### src/rtl/hazard_sequencer_pkg.sv
// Shared types for the pipeline hazard sequencer.
//   hz_state_t : sequencer state (RUN, LDUSE, DWAIT, HALT)
//   regbits_t  : architectural register index
//   lu_cnt_t   : remaining load-use bubble count
//   is_zero_reg: true for $zero, which never creates a data dependency
package hazard_sequencer_pkg;

   localparam int REG_W    = 5;
   localparam int LU_CNT_W = 2;

   typedef logic [REG_W-1:0]    regbits_t;
   typedef logic [LU_CNT_W-1:0] lu_cnt_t;

   typedef enum logic [1:0] {
      RUN   = 2'd0,
      LDUSE = 2'd1,
      DWAIT = 2'd2,
      HALT  = 2'd3
   } hz_state_t;

   function automatic logic is_zero_reg(input regbits_t r);
      return (r == {REG_W{1'b0}});
   endfunction

endpackage

### src/rtl/hazard_sequencer_if.sv
// Bundle of pipeline status inputs and stall/flush outputs of the hazard
// sequencer.
//   hs : sequencer side (status in, enables/flushes/halted/counter out)
//   tb : driver side (mirror image of hs)
interface hazard_sequencer_if
   import hazard_sequencer_pkg::*;
#(
   parameter int CNT_W = 32
);
   logic             ihit;
   logic             dhit;
   logic             dmemREN_mem;
   logic             dmemWEN_mem;
   logic             memread_ex;
   regbits_t         rw_ex;
   regbits_t         rs_id;
   regbits_t         rt_id;
   logic             uses_rt_id;
   logic             redirect_mem;
   logic             halt_wb;

   logic             pc_en;
   logic             en_ifid;
   logic             en_idex;
   logic             en_exmem;
   logic             en_memwb;
   logic             flush_ifid;
   logic             flush_idex;
   logic             flush_exmem;
   logic             halted;
   logic [CNT_W-1:0] stall_cycles;

   modport hs (
      input  ihit, dhit, dmemREN_mem, dmemWEN_mem, memread_ex,
             rw_ex, rs_id, rt_id, uses_rt_id, redirect_mem, halt_wb,
      output pc_en, en_ifid, en_idex, en_exmem, en_memwb,
             flush_ifid, flush_idex, flush_exmem, halted, stall_cycles
   );

   modport tb (
      output ihit, dhit, dmemREN_mem, dmemWEN_mem, memread_ex,
             rw_ex, rs_id, rt_id, uses_rt_id, redirect_mem, halt_wb,
      input  pc_en, en_ifid, en_idex, en_exmem, en_memwb,
             flush_ifid, flush_idex, flush_exmem, halted, stall_cycles
   );
endinterface

### src/rtl/hazard_sequencer_load_use_detect.sv
// Load-use hazard detector: flags an ID instruction that reads the
// destination of a load still in EX, which forwarding cannot cover.
//   memread_ex : EX instruction is a load
//   rw_ex      : EX destination register
//   rs_id      : ID rs operand
//   rt_id      : ID rt operand
//   uses_rt_id : ID instruction actually reads rt
//   lu         : a bubble is required
module load_use_detect
   import hazard_sequencer_pkg::*;
(
   input  logic     memread_ex,
   input  regbits_t rw_ex,
   input  regbits_t rs_id,
   input  regbits_t rt_id,
   input  logic     uses_rt_id,
   output logic     lu
);
   logic rs_match_s;
   logic rt_match_s;

   // Operand comparisons against the load destination.
   always_comb begin
      rs_match_s = (rw_ex == rs_id);
      rt_match_s = uses_rt_id & (rw_ex == rt_id);
   end

   // $zero is hard-wired, so a load into it never creates a dependency.
   assign lu = memread_ex & ~is_zero_reg(rw_ex) & (rs_match_s | rt_match_s);

endmodule

### src/rtl/hazard_sequencer.sv
// Central stall/flush controller for the 5-stage pipeline.
// Sequences dcache waits, load-use bubbles and MEM-resolved redirects,
// latches halt and counts stall cycles.
//   CLK, RST : clock, asynchronous active-high reset
//   bus (hs) : pipeline status in; PC enable, latch enables, flushes,
//              halted flag and saturating stall-cycle counter out
// Parameters: LU_BUBBLES (1..3) bubbles per load-use hazard,
//             CNT_W stall counter width (must match the interface CNT_W).
module hazard_sequencer
   import hazard_sequencer_pkg::*;
#(
   parameter int LU_BUBBLES = 1,
   parameter int CNT_W      = 32
)
(
   input  logic            CLK,
   input  logic            RST,
   hazard_sequencer_if.hs  bus
);
   // Out-of-range settings are clamped into the supported 1..3 window.
   localparam int LU_B_C = (LU_BUBBLES < 1) ? 1 : ((LU_BUBBLES > 3) ? 3 : LU_BUBBLES);
   localparam lu_cnt_t LU_RELOAD = lu_cnt_t'(LU_B_C - 1);
   localparam logic [CNT_W-1:0] CNT_MAX = {CNT_W{1'b1}};
   localparam logic [CNT_W-1:0] CNT_ONE = {{(CNT_W-1){1'b0}}, 1'b1};

   hz_state_t        state_r;
   hz_state_t        state_n_s;
   lu_cnt_t          lu_cnt_r;
   lu_cnt_t          lu_cnt_n_s;
   logic [CNT_W-1:0] stall_r;

   logic dmiss_s;
   logic lu_s;
   logic pc_en_s;
   logic en_ifid_s;
   logic en_idex_s;
   logic en_exmem_s;
   logic en_memwb_s;
   logic flush_ifid_s;
   logic flush_idex_s;
   logic flush_exmem_s;

   load_use_detect u_lu (
      .memread_ex (bus.memread_ex),
      .rw_ex      (bus.rw_ex),
      .rs_id      (bus.rs_id),
      .rt_id      (bus.rt_id),
      .uses_rt_id (bus.uses_rt_id),
      .lu         (lu_s)
   );

   // A data access in MEM that the dcache did not satisfy this cycle.
   always_comb begin
      dmiss_s = (bus.dmemREN_mem | bus.dmemWEN_mem) & ~bus.dhit;
   end

   // Next-state and enable/flush decode; priority halt > dmiss > redirect > lu > ~ihit.
   always_comb begin
      state_n_s     = state_r;
      lu_cnt_n_s    = lu_cnt_r;
      pc_en_s       = 1'b1;
      en_ifid_s     = 1'b1;
      en_idex_s     = 1'b1;
      en_exmem_s    = 1'b1;
      en_memwb_s    = 1'b1;
      flush_ifid_s  = 1'b0;
      flush_idex_s  = 1'b0;
      flush_exmem_s = 1'b0;
      case (state_r)
         RUN, LDUSE: begin
            if (bus.halt_wb) begin
               {pc_en_s, en_ifid_s, en_idex_s, en_exmem_s, en_memwb_s} = 5'b00000;
               state_n_s = HALT;
            end else if (dmiss_s) begin
               // lu_cnt stays frozen so any owed bubbles resume after the wait.
               {pc_en_s, en_ifid_s, en_idex_s, en_exmem_s, en_memwb_s} = 5'b00000;
               state_n_s = DWAIT;
            end else if (bus.redirect_mem) begin
               {flush_ifid_s, flush_idex_s, flush_exmem_s} = 3'b111;
               lu_cnt_n_s = 2'd0;
               state_n_s  = RUN;
            end else if ((state_r == LDUSE) || lu_s) begin
               // Hold PC and IF/ID, inject a bubble into ID/EX, let the load move on.
               pc_en_s      = 1'b0;
               en_ifid_s    = 1'b0;
               flush_idex_s = 1'b1;
               if (state_r == LDUSE) begin
                  if (lu_cnt_r <= 2'd1) begin
                     lu_cnt_n_s = 2'd0;
                     state_n_s  = RUN;
                  end else begin
                     lu_cnt_n_s = lu_cnt_r - 2'd1;
                     state_n_s  = LDUSE;
                  end
               end else if (LU_B_C > 1) begin
                  lu_cnt_n_s = LU_RELOAD;
                  state_n_s  = LDUSE;
               end else begin
                  state_n_s = RUN;
               end
            end else if (!bus.ihit) begin
               pc_en_s      = 1'b0;
               flush_ifid_s = 1'b1;
            end else begin
               state_n_s = state_r;
            end
         end
         DWAIT: begin
            if (!bus.dhit) begin
               {pc_en_s, en_ifid_s, en_idex_s, en_exmem_s, en_memwb_s} = 5'b00000;
            end else if (bus.redirect_mem) begin
               // Fill cycle doubles as the redirect cycle.
               {flush_ifid_s, flush_idex_s, flush_exmem_s} = 3'b111;
               lu_cnt_n_s = 2'd0;
               state_n_s  = RUN;
            end else begin
               state_n_s = (lu_cnt_r != 2'd0) ? LDUSE : RUN;
            end
         end
         HALT: begin
            {pc_en_s, en_ifid_s, en_idex_s, en_exmem_s, en_memwb_s} = 5'b00000;
            state_n_s = HALT;
         end
         default: begin
            {pc_en_s, en_ifid_s, en_idex_s, en_exmem_s, en_memwb_s} = 5'b00000;
            lu_cnt_n_s = 2'd0;
            state_n_s  = RUN;
         end
      endcase
   end

   // State, bubble count and saturating stall counter.
   always_ff @(posedge CLK or posedge RST) begin
      if (RST) begin
         state_r  <= RUN;
         lu_cnt_r <= 2'd0;
         stall_r  <= {CNT_W{1'b0}};
      end else begin
         state_r  <= state_n_s;
         lu_cnt_r <= lu_cnt_n_s;
         if (!pc_en_s && (state_r != HALT) && (stall_r != CNT_MAX)) begin
            stall_r <= stall_r + CNT_ONE;
         end else begin
            stall_r <= stall_r;
         end
      end
   end

   assign bus.pc_en        = pc_en_s;
   assign bus.en_ifid      = en_ifid_s;
   assign bus.en_idex      = en_idex_s;
   assign bus.en_exmem     = en_exmem_s;
   assign bus.en_memwb     = en_memwb_s;
   assign bus.flush_ifid   = flush_ifid_s;
   assign bus.flush_idex   = flush_idex_s;
   assign bus.flush_exmem  = flush_exmem_s;
   assign bus.halted       = (state_r == HALT);
   assign bus.stall_cycles = stall_r;

endmodule
### src/flat_wrapper.sv
// flat-port wrapper written by rule: the top's interface ports become plain ports
module hazard_sequencer_flat import hazard_sequencer_pkg::*;
#(
   parameter int LU_BUBBLES = 1,
   parameter int CNT_W      = 32
)
  (CLK, RST, bus_ihit, bus_dhit, bus_dmemREN_mem, bus_dmemWEN_mem, bus_memread_ex, bus_rw_ex, bus_rs_id, bus_rt_id, bus_uses_rt_id, bus_redirect_mem, bus_halt_wb, bus_pc_en, bus_en_ifid, bus_en_idex, bus_en_exmem, bus_en_memwb, bus_flush_ifid, bus_flush_idex, bus_flush_exmem, bus_halted, bus_stall_cycles);
  hazard_sequencer_if #(.CNT_W(CNT_W)) bus_i ();
  input  logic CLK;
  input  logic RST;
  input wire logic [$bits(bus_i.ihit)-1:0] bus_ihit;
  input wire logic [$bits(bus_i.dhit)-1:0] bus_dhit;
  input wire logic [$bits(bus_i.dmemREN_mem)-1:0] bus_dmemREN_mem;
  input wire logic [$bits(bus_i.dmemWEN_mem)-1:0] bus_dmemWEN_mem;
  input wire logic [$bits(bus_i.memread_ex)-1:0] bus_memread_ex;
  input wire logic [$bits(bus_i.rw_ex)-1:0] bus_rw_ex;
  input wire logic [$bits(bus_i.rs_id)-1:0] bus_rs_id;
  input wire logic [$bits(bus_i.rt_id)-1:0] bus_rt_id;
  input wire logic [$bits(bus_i.uses_rt_id)-1:0] bus_uses_rt_id;
  input wire logic [$bits(bus_i.redirect_mem)-1:0] bus_redirect_mem;
  input wire logic [$bits(bus_i.halt_wb)-1:0] bus_halt_wb;
  output wire logic [$bits(bus_i.pc_en)-1:0] bus_pc_en;
  output wire logic [$bits(bus_i.en_ifid)-1:0] bus_en_ifid;
  output wire logic [$bits(bus_i.en_idex)-1:0] bus_en_idex;
  output wire logic [$bits(bus_i.en_exmem)-1:0] bus_en_exmem;
  output wire logic [$bits(bus_i.en_memwb)-1:0] bus_en_memwb;
  output wire logic [$bits(bus_i.flush_ifid)-1:0] bus_flush_ifid;
  output wire logic [$bits(bus_i.flush_idex)-1:0] bus_flush_idex;
  output wire logic [$bits(bus_i.flush_exmem)-1:0] bus_flush_exmem;
  output wire logic [$bits(bus_i.halted)-1:0] bus_halted;
  output wire logic [$bits(bus_i.stall_cycles)-1:0] bus_stall_cycles;
  assign bus_i.ihit = bus_ihit;
  assign bus_i.dhit = bus_dhit;
  assign bus_i.dmemREN_mem = bus_dmemREN_mem;
  assign bus_i.dmemWEN_mem = bus_dmemWEN_mem;
  assign bus_i.memread_ex = bus_memread_ex;
  assign bus_i.rw_ex = bus_rw_ex;
  assign bus_i.rs_id = bus_rs_id;
  assign bus_i.rt_id = bus_rt_id;
  assign bus_i.uses_rt_id = bus_uses_rt_id;
  assign bus_i.redirect_mem = bus_redirect_mem;
  assign bus_i.halt_wb = bus_halt_wb;
  assign bus_pc_en = bus_i.pc_en;
  assign bus_en_ifid = bus_i.en_ifid;
  assign bus_en_idex = bus_i.en_idex;
  assign bus_en_exmem = bus_i.en_exmem;
  assign bus_en_memwb = bus_i.en_memwb;
  assign bus_flush_ifid = bus_i.flush_ifid;
  assign bus_flush_idex = bus_i.flush_idex;
  assign bus_flush_exmem = bus_i.flush_exmem;
  assign bus_halted = bus_i.halted;
  assign bus_stall_cycles = bus_i.stall_cycles;
  hazard_sequencer #(.LU_BUBBLES(LU_BUBBLES), .CNT_W(CNT_W)) u_core (.CLK(CLK), .RST(RST), .bus(bus_i));
endmodule
### config.mk
export PLATFORM = sky130hd
export DESIGN_NAME = hazard_sequencer_flat
export DESIGN_NICKNAME = d
export VERILOG_FILES = /design/src/rtl/hazard_sequencer_pkg.sv /design/src/rtl/hazard_sequencer_if.sv /design/src/rtl/hazard_sequencer_load_use_detect.sv /design/src/rtl/hazard_sequencer.sv /design/src/flat_wrapper.sv
export SDC_FILE = /design/constraint.sdc
export NUM_CORES = 1
export LEC_CHECK = 0
export CORE_ASPECT_RATIO = 1.2
export CORE_UTILIZATION = 40
export CTS_BUF_LIST = sky130_fd_sc_hd__clkbuf_4 sky130_fd_sc_hd__clkbuf_8
export CTS_CLUSTER_DIAMETER = 150
export DETAILED_ROUTE_END_ITERATION = 7
export GPL_TIMING_DRIVEN = 1
export PLACE_DENSITY = 0.68
export SETUP_SLACK_MARGIN = 0.2
export SYNTH_ARGS = -nofsm -noshare
export SYNTH_HDL_FRONTEND = slang
export SYNTH_SLANG_ARGS = --single-unit
### constraint.sdc
create_clock -name CLK -period 5.6 [get_ports CLK]
set_clock_uncertainty 0.1 [all_clocks]
set_input_delay 1.12 -clock CLK [delete_from_list [all_inputs] [get_ports CLK]]
set_output_delay 1.12 -clock CLK [all_outputs]
set_load 0.01 [all_outputs]
==> metrics.md, run 1 <==
| Metric | Value |
|---|---|
| Worst setup margin | `about 1.1 ns` |
| GRT overflow | `0` |
| Power after layout | `~0.0011 W` |
| Synth Instances | `roughly 220` |
| CTS tree | `yes` |
| Ys Warns | `0` |
| Slew @ Worst Pin | `between 0.4 and 0.5 ns` |
| Avg Inst Size Synth | `9.86 um2` |
| Drt initial violations | `~110` |
| Worst setup EP type | `output pin` |
| Hpwl dp | `~3500 um` |
| Post-CTS Setup Bufs | `0` |
| ANT cells | `0` |
| Area post-placement | `approximately 2800 um2` |
| Mapped Area | `2130 um2` |
| Routed vias/inst | `about 5.3` |
| Int Power | `around 0.00071 W` |
| DP Worst Slack | `1.08 ns` |
| Min-delay worst type | `reg2reg` |
| Die area | `5620 um2` |
| Final slew viol count | `0` |
| Initial antenna violation count | `0` |
| Crit path time final | `4.52 ns` |
| DIE WIDTH | `roughly 70 um` |
| Crit start category | `primary input` |
| # DRC | `0` |
| GPL Wtd Cong | `between 0.8 and 0.9` |
| Max stage delay cell, worst path | `clkdlybuf4s50_1` |
| I/O Buffers | `65` |
| Critical path type | `in2out` |
| Sequential power share | `roughly 36%` |
| Post-synthesis register bit count | `36` |
| Nets | `between 300 and 400` |
| FMAX | `about 220 MHz` |
| Status | `finished clean` |
| Later-pin clock latency in the skew report | `0.29 ns` |
| Asr flop ratio synth | `100%` |
| Max Root-Sink Buffers | `2` |
| Global-route wire length before repair | `approximately 8300 um` |
| LEAKAGE | `1.15 nW` |
| Largest stage delay, worst path | `approximately 0.56 ns` |
| Synth unique cells | `45` |
| Resize count post-CTS | `0` |
| Critical-path maximum fanout | `3` |
| Worst EP arrival | `approximately 3.3 ns` |
| DRT Pass-1 Iters | `5` |
| Antenna viol nets, final | `0` |
| Hold_buf cts | `0` |
| Fill cells | `just under 500` |
| Number of flops mapped to enable cells by yosys | `0` |
| Seq. cell area | `between 900 and 1000 um2` |
| RSZ-0062 raised after global routing | `false` |
| Die Span Y | `a little over 80 um` |
| Final hold vios | `0` |
| H-tree levels | `2` |
| Req. time, crit path | `about 4.4 ns` |
| Core area | `5040 um2` |
| Sink Count | `36` |
| Synth-to-layout area growth | `37.3%` |
| Syn_nets | `242` |
| FP Rows | `28` |
| Seq/Total Area, Yosys | `between 40% and 50%` |
| Setup TNS Final | `0 ns` |
| TritonCTS buffer count | `5` |
| # IOs | `66` |
| Layout cell share with drive strength beyond 1 | `8.10%` |
| Max VDD drop | `about 0.00016 V` |
| DR WL/cell | `13.9 um` |
| Largest net degree at the start of global routing | `37` |
| Slew HR | `between 60% and 70%` |
| Power share of the combinational group | `43.6%` |
| Final wirelength | `~4800 um` |
| Design area | `2930 um2` |
| Max_cap viols | `0` |
| Final core occ | `around three fifths` |
| Root Buffer | `clkbuf_8` |
| Period utilization | `80.8%` |
| GRT Resource Usage Total | `just under 20%` |
| Dominant synthesized flop cell | `dfrtp_1` |
| Pwr/cell area | `a little under 400 nW/um2` |
| Clock power share | `between 20% and 30%` |
| Vias in the first global route | `1830` |
| Net Sw Frac | `around 37%` |
| Multi-input logic area | `1140 um2` |
| CP Cell Sequence | `clkdlybuf4s50_1, xor2_1, nor4_1, a32oi_1, o21ai_0, inv_1, o21ai_0, clkdlybuf4s50_1` |
| Endpoints failing setup | `0` |
| P_sw | `~0.00043 W` |
| DR vias | `about 1800` |
| Initial Util | `42.2%` |
| Reg clk slew, reported paths | `approximately 0.070 ns` |
final timing paths:
path                                                           end  cells past startpoint                                    start  slack (ns)
setup reg to reg            u_core.bus.stall_cycles[1]$_DFFE_PP0P_                      6   u_core.bus.stall_cycles[6]$_DFFE_PP0P_        3.28
min in group asynchronous   u_core.bus.stall_cycles[8]$_DFFE_PP0P_                      3                                      RST        1.13
setup / recovery                                    bus_flush_idex                      8                             bus_rw_ex[3]        1.08
hold / removal             u_core.bus.stall_cycles[25]$_DFFE_PP0P_                      1  u_core.bus.stall_cycles[25]$_DFFE_PP0P_        0.39
max in group asynchronous           u_core.lu_cnt_r[1]$_DFFE_PP0P_                      3                                      RST        3.94
hold reg to reg            u_core.bus.stall_cycles[25]$_DFFE_PP0P_                      1  u_core.bus.stall_cycles[25]$_DFFE_PP0P_        0.39
state kept, by name (all words and copies together) (netlist names):
register                 count
u_core.bus.stall_cycles     32
u_core.lu_cnt_r              2
u_core.state_r               2
worst max-delay path: cells and delay by family:
family | cells | cell delay [ns]
AO/OA/AOI/OAI | 3 | 0.64
XOR/XNOR | 1 | 0.18
buffers and inverters | 3 | 1.08
AND/OR/NAND/NOR | 1 | 0.28
cells in the final DEF (no fill, tap or decap), types with 2 or more instances in the layout:
master / count
clkdlybuf4s50_1: 65
and3_1: 5
nand2b_1: 3
nor2_1: 14
and2_1: 2
inv_1: 10
nor3_1: 20
xnor2_1: 6
nand3_1: 12
nand2_1: 18
nand3b_1: 2
buf_4: 2
xor2_1: 35
dfrtp_1: 36
and4_1: 3
nand4_1: 9
nor4b_1: 2
o21ai_0: 2
nor4_2: 5
clkbuf_8: 5
power groups by stage:
stage	Combinational, W	Clock [W]	Sequential, W
2_1_floorplan	0.000259	0	0.000429
3_3_place_gp	0.000494	0	0.000416
3_5_place_dp	0.000495	0	0.000420
4_1_cts	0.000500	0.000234	0.000415
5_1_grt	0.000544	0.000246	0.000426
6_report	0.000497	0.000229	0.000415
Yosys cell counts (2+ instances only):
library cell,n,area [um2]
nand4_1,9,56.3
xnor2_1,6,52.6
nand2_1,18,67.6
nor2_1,14,52.6
and2_1,2,12.5
inv_1,10,37.5
nand3_1,12,60.1
buf_4,4,30.0
nor3_1,20,100
and3_1,5,31.3
nand3b_1,2,15.0
dfrtp_1,36,901
nor4_2,5,62.6
xor2_1,35,307
buf_6,2,22.5
and4_1,3,26.3
o21ai_0,2,10.0
nand2b_1,3,18.8
nor4b_1,2,17.5
area by class of cell:
type                    instances  share of cell area, %
flip-flops and latches         36                   30.8
clock inverters                 2                   1.20
clock buffers                   6                   2.61
multi-input cells             163                   38.8
repair buffers                 67                   22.7
well taps                      60                   2.57
inverters                      10                   1.28
logic make-up after synthesis:
kind of cell             count (synthesis)  share of synthesized area, %
AO/OA/AOI/OAI                           14                          5.05
XOR/XNOR                                41                          16.9
adder cells (fa/ha/maj)                  1                         0.587
buffers and inverters                   17                          4.40
flip-flops                              36                          42.3
multiplexers                             2                          1.06
AND/OR/NAND/NOR                        105                          29.8
per-layer routing:
layer	GRT usage, %	up-vias	routed length [um]
met2	33.3	61	2350
met1	23.5	878	2120
met3	4.58	5	246
met5	0	-	0
li1	-	888	-
met4	6.46	0	67
stage by stage:
| step | hold slack [ns] | std cells |
|---|---|---|
| after floorplan | 0.415 | 216 |
| after global placement | 0.375 | 336 |
| after detailed placement | 0.381 | 336 |
| after CTS | 0.394 | 344 |
| after global routing | 0.412 | 344 |
| final | 0.390 | 344 |
(Power assumes the default switching activity.)
==> inputs of run 2 (changes only) <==
==> constraint.sdc (replaced) <==
create_clock -name CLK -period 4.5 [get_ports CLK]
set_clock_uncertainty 0.1 [all_clocks]
set_input_delay 0.9 -clock CLK [delete_from_list [all_inputs] [get_ports CLK]]
set_output_delay 0.9 -clock CLK [all_outputs]
set_load 0.01 [all_outputs]
==> run 2 against run 1 <==
Against the previous run:
- core utilization did not move
- via count is 0.76% lower
- global-route usage down 0.30 points
- critical path depth did not move
- sequential power is 24% higher
- sequential cell count unchanged
- first-iteration DRC count down 7.6%
- non-clock buffer count unchanged
- hold slack lost 0.0021 ns
- cell area unchanged
- count of clock-buffer cells in the layout unchanged
- critical path type unchanged
- critical endpoint unchanged
- largest cell class unchanged
==> metrics.md, run 2 (synthesis gave the netlist of run 1 again) <==
| Metric | Value |
|---|---|
| Pwr/cell area | `485 nW/um2 (+24%)` |
| Nets | `309 (unchanged)` |
| Final std cells w/o fill | `344 (unchanged)` |
| Status | `finished clean` |
| LEAKAGE | `1.14 nW (about the same)` |
| Routed vias/inst | `5.28 (-0.76%)` |
| FMAX | `roughly 250 MHz` |
| Buf/Inv on CP | `3 (unchanged)` |
| Synth-to-layout area growth | `37.3% (unchanged)` |
| Max Root-Sink Buffers | `2 (unchanged)` |
| Worst EP arrival | `3.08 ns (-0.22 ns)` |
| Reg2reg path depth | `6 (unchanged)` |
| Dpl cells | `336 (unchanged)` |
| DRT Pass-1 Iters | `4 (-1)` |
| GRT overflow | `0 (unchanged)` |
| RSZ-0062 raised after global routing | `false` |
| Global-route wire length before repair | `8050 um (-3.2%)` |
| Die Span Y | `82.0 um (unchanged)` |
| Drt initial violations | `97 (-7.6%)` |
| Crit path time final | `just over 4 ns` |
| CP Cell Sequence | `clkdlybuf4s50_1, xor2_1, nor4_1, a32oi_1, o21ai_1, inv_1, o21ai_0, clkdlybuf4s50_1` |
| Die area | `5620 um2 (unchanged)` |
| Area post-placement | `2820 um2 (unchanged)` |
| Setup TNS Final | `0 ns (unchanged)` |
| Initial antenna violation count | `0 (unchanged)` |
| Hpwl dp | `3470 um (-1.4%)` |
| Sink Count | `36 (unchanged)` |
| Endpoints failing setup | `0 (unchanged)` |
| GRT Resource Usage Total | `19.2% (-0.30 points)` |
| Post-CTS Setup Bufs | `0 (unchanged)` |
| Slew @ Worst Pin | `0.513 ns (+0.0152 ns)` |
| WHS Path Cells | `1 (unchanged)` |
| GPL Wtd Cong | `0.823 (-1.2%)` |
| Min-delay worst type | `reg2reg` |
| Antenna viol nets, final | `0 (unchanged)` |
| Hold wc startpoint | `u_core.bus.stall_cycles[25]$_DFFE_PP0P_` |
| Design area | `2930 um2 (unchanged)` |
| Most used cell, CP | `clkdlybuf4s50_1` |
| Core area | `5040 um2 (unchanged)` |
| TritonCTS buffer count | `5 (unchanged)` |
| Final core occ | `58.0% (unchanged)` |
| H-tree levels | `2 (unchanged)` |
| Max reg flops | `32 (unchanged)` |
| Most common cell after layout, fill and taps aside | `clkdlybuf4s50_1` |
| Largest net degree at the start of global routing | `37 (unchanged)` |
| Later-pin clock latency in the skew report | `0.29 ns (about the same)` |
| CTS tree | `yes` |
| ANT cells | `0 (unchanged)` |
| Reg-to-Reg Start | `u_core.bus.stall_cycles[14]$_DFFE_PP0P_` |
| Req. time, crit path | `3.50 ns (-0.88 ns)` |
| Hold_buf cts | `0 (unchanged)` |
| Period utilization | `about nine tenths` |
| Max stage delay cell, worst path | `clkdlybuf4s50_1` |
| Worst setup EP type | `output pin` |
| # DRC | `0 (unchanged)` |
| Min Hold Slack | `0.388 ns (-0.00214 ns)` |
| Final hold vios | `0 (unchanged)` |
| FP Rows | `28 (unchanged)` |
| Final slew viol count | `0 (unchanged)` |
| Layout cell share with drive strength beyond 1 | `8.10% (unchanged)` |
| # IOs | `66 (unchanged)` |
| Slew HR | `65.7% (-1.0 points)` |
| Crit Reg-Reg Endpoint | `u_core.bus.stall_cycles[1]$_DFFE_PP0P_` |
| Final wirelength | `4720 um (-1.2%)` |
| Most frequent cells in the layout | `clkdlybuf4s50_1 (65), dfrtp_1 (36), xor2_1 (35)` |
| Root Buffer | `clkbuf_8` |
| Vias in the first global route | `1794 (-2.0%)` |
| DR WL/cell | `13.7 um (-1.2%)` |
| Critical path type | `in2out` |
| Largest stage delay, worst path | `0.56 ns (about the same)` |
| Resize count post-CTS | `0 (unchanged)` |
| Hold EP | `u_core.bus.stall_cycles[25]$_DFFE_PP0P_` |
| DIE WIDTH | `68.6 um (unchanged)` |
| Initial Util | `42.2% (unchanged)` |
| Crit start category | `primary input` |
| Critical-path maximum fanout | `3 (unchanged)` |
| Max_cap viols | `0 (unchanged)` |
| I/O Buffers | `65 (unchanged)` |
| R2R Setup Slk | `2.18 ns (-1.10 ns)` |
| Max VDD drop | `0.000190 V (+22%)` |
| Reg clk slew, reported paths | `0.08 ns (about the same)` |
| CP top delay family | `buffers and inverters` |
| DR vias | `1818 (-0.76%)` |
-- run 2: final cells by class --
| cell class | count | area, um2 |
|---|---|---|
| Clock buffer | 6 | 76.3 |
| Clock inverter | 2 | 35.0 |
| Fill cell | 458 | 2120 |
| Inverter | 10 | 37.5 |
| Multi-Input combinational cell | 163 | 1140 |
| Sequential cell | 36 | 901 |
| Tap cell | 60 | 75.1 |
| Timing Repair Buffer | 67 | 666 |
-- run 2: through the flow --
stage          power (W)  setup slack, ns
3_5_place_dp     0.00114            0.361
4_1_cts          0.00143            0.338
5_1_grt          0.00151            0.297
2_1_floorplan   0.000856             1.41
3_3_place_gp     0.00113            0.417
6_report         0.00142            0.419
-- run 2: how the worst max path moves through the flow --
| stage | startpoint | cells past startpoint | slack [ns] | end |
|---|---|---|---|---|
| 6_report | bus_rw_ex[3] | 8 | 0.42 | bus_flush_idex |
| 5_1_grt | bus_rw_ex[3] | 8 | 0.30 | bus_flush_idex |
| 3_3_place_gp | bus_rw_ex[3] | 8 | 0.42 | bus_flush_idex |
| 4_1_cts | bus_rw_ex[3] | 8 | 0.34 | bus_flush_idex |
| 2_1_floorplan | bus_rw_ex[1] | 5 | 1.41 | bus_pc_en |
| 3_5_place_dp | bus_rw_ex[3] | 8 | 0.36 | bus_flush_idex |
-- run 2: power by group --
group	internal, W	switching, W	leakage, nW	total, W
sequential	0.000407	0.000108	0.393	0.000515
combinational	0.000311	0.000306	0.694	0.000617
clock	0.000170	0.000118	0.0586	0.000288
-- run 2: routing by layer --
metal | routed length, um | up-vias | GRT usage (%)
li1 | - | 890 | -
met1 | 2070 | 855 | 22.4
met2 | 2290 | 66 | 32.9
met3 | 265 | 7 | 4.72
met4 | 91 | 0 | 7.71
met5 | 0 | - | 0
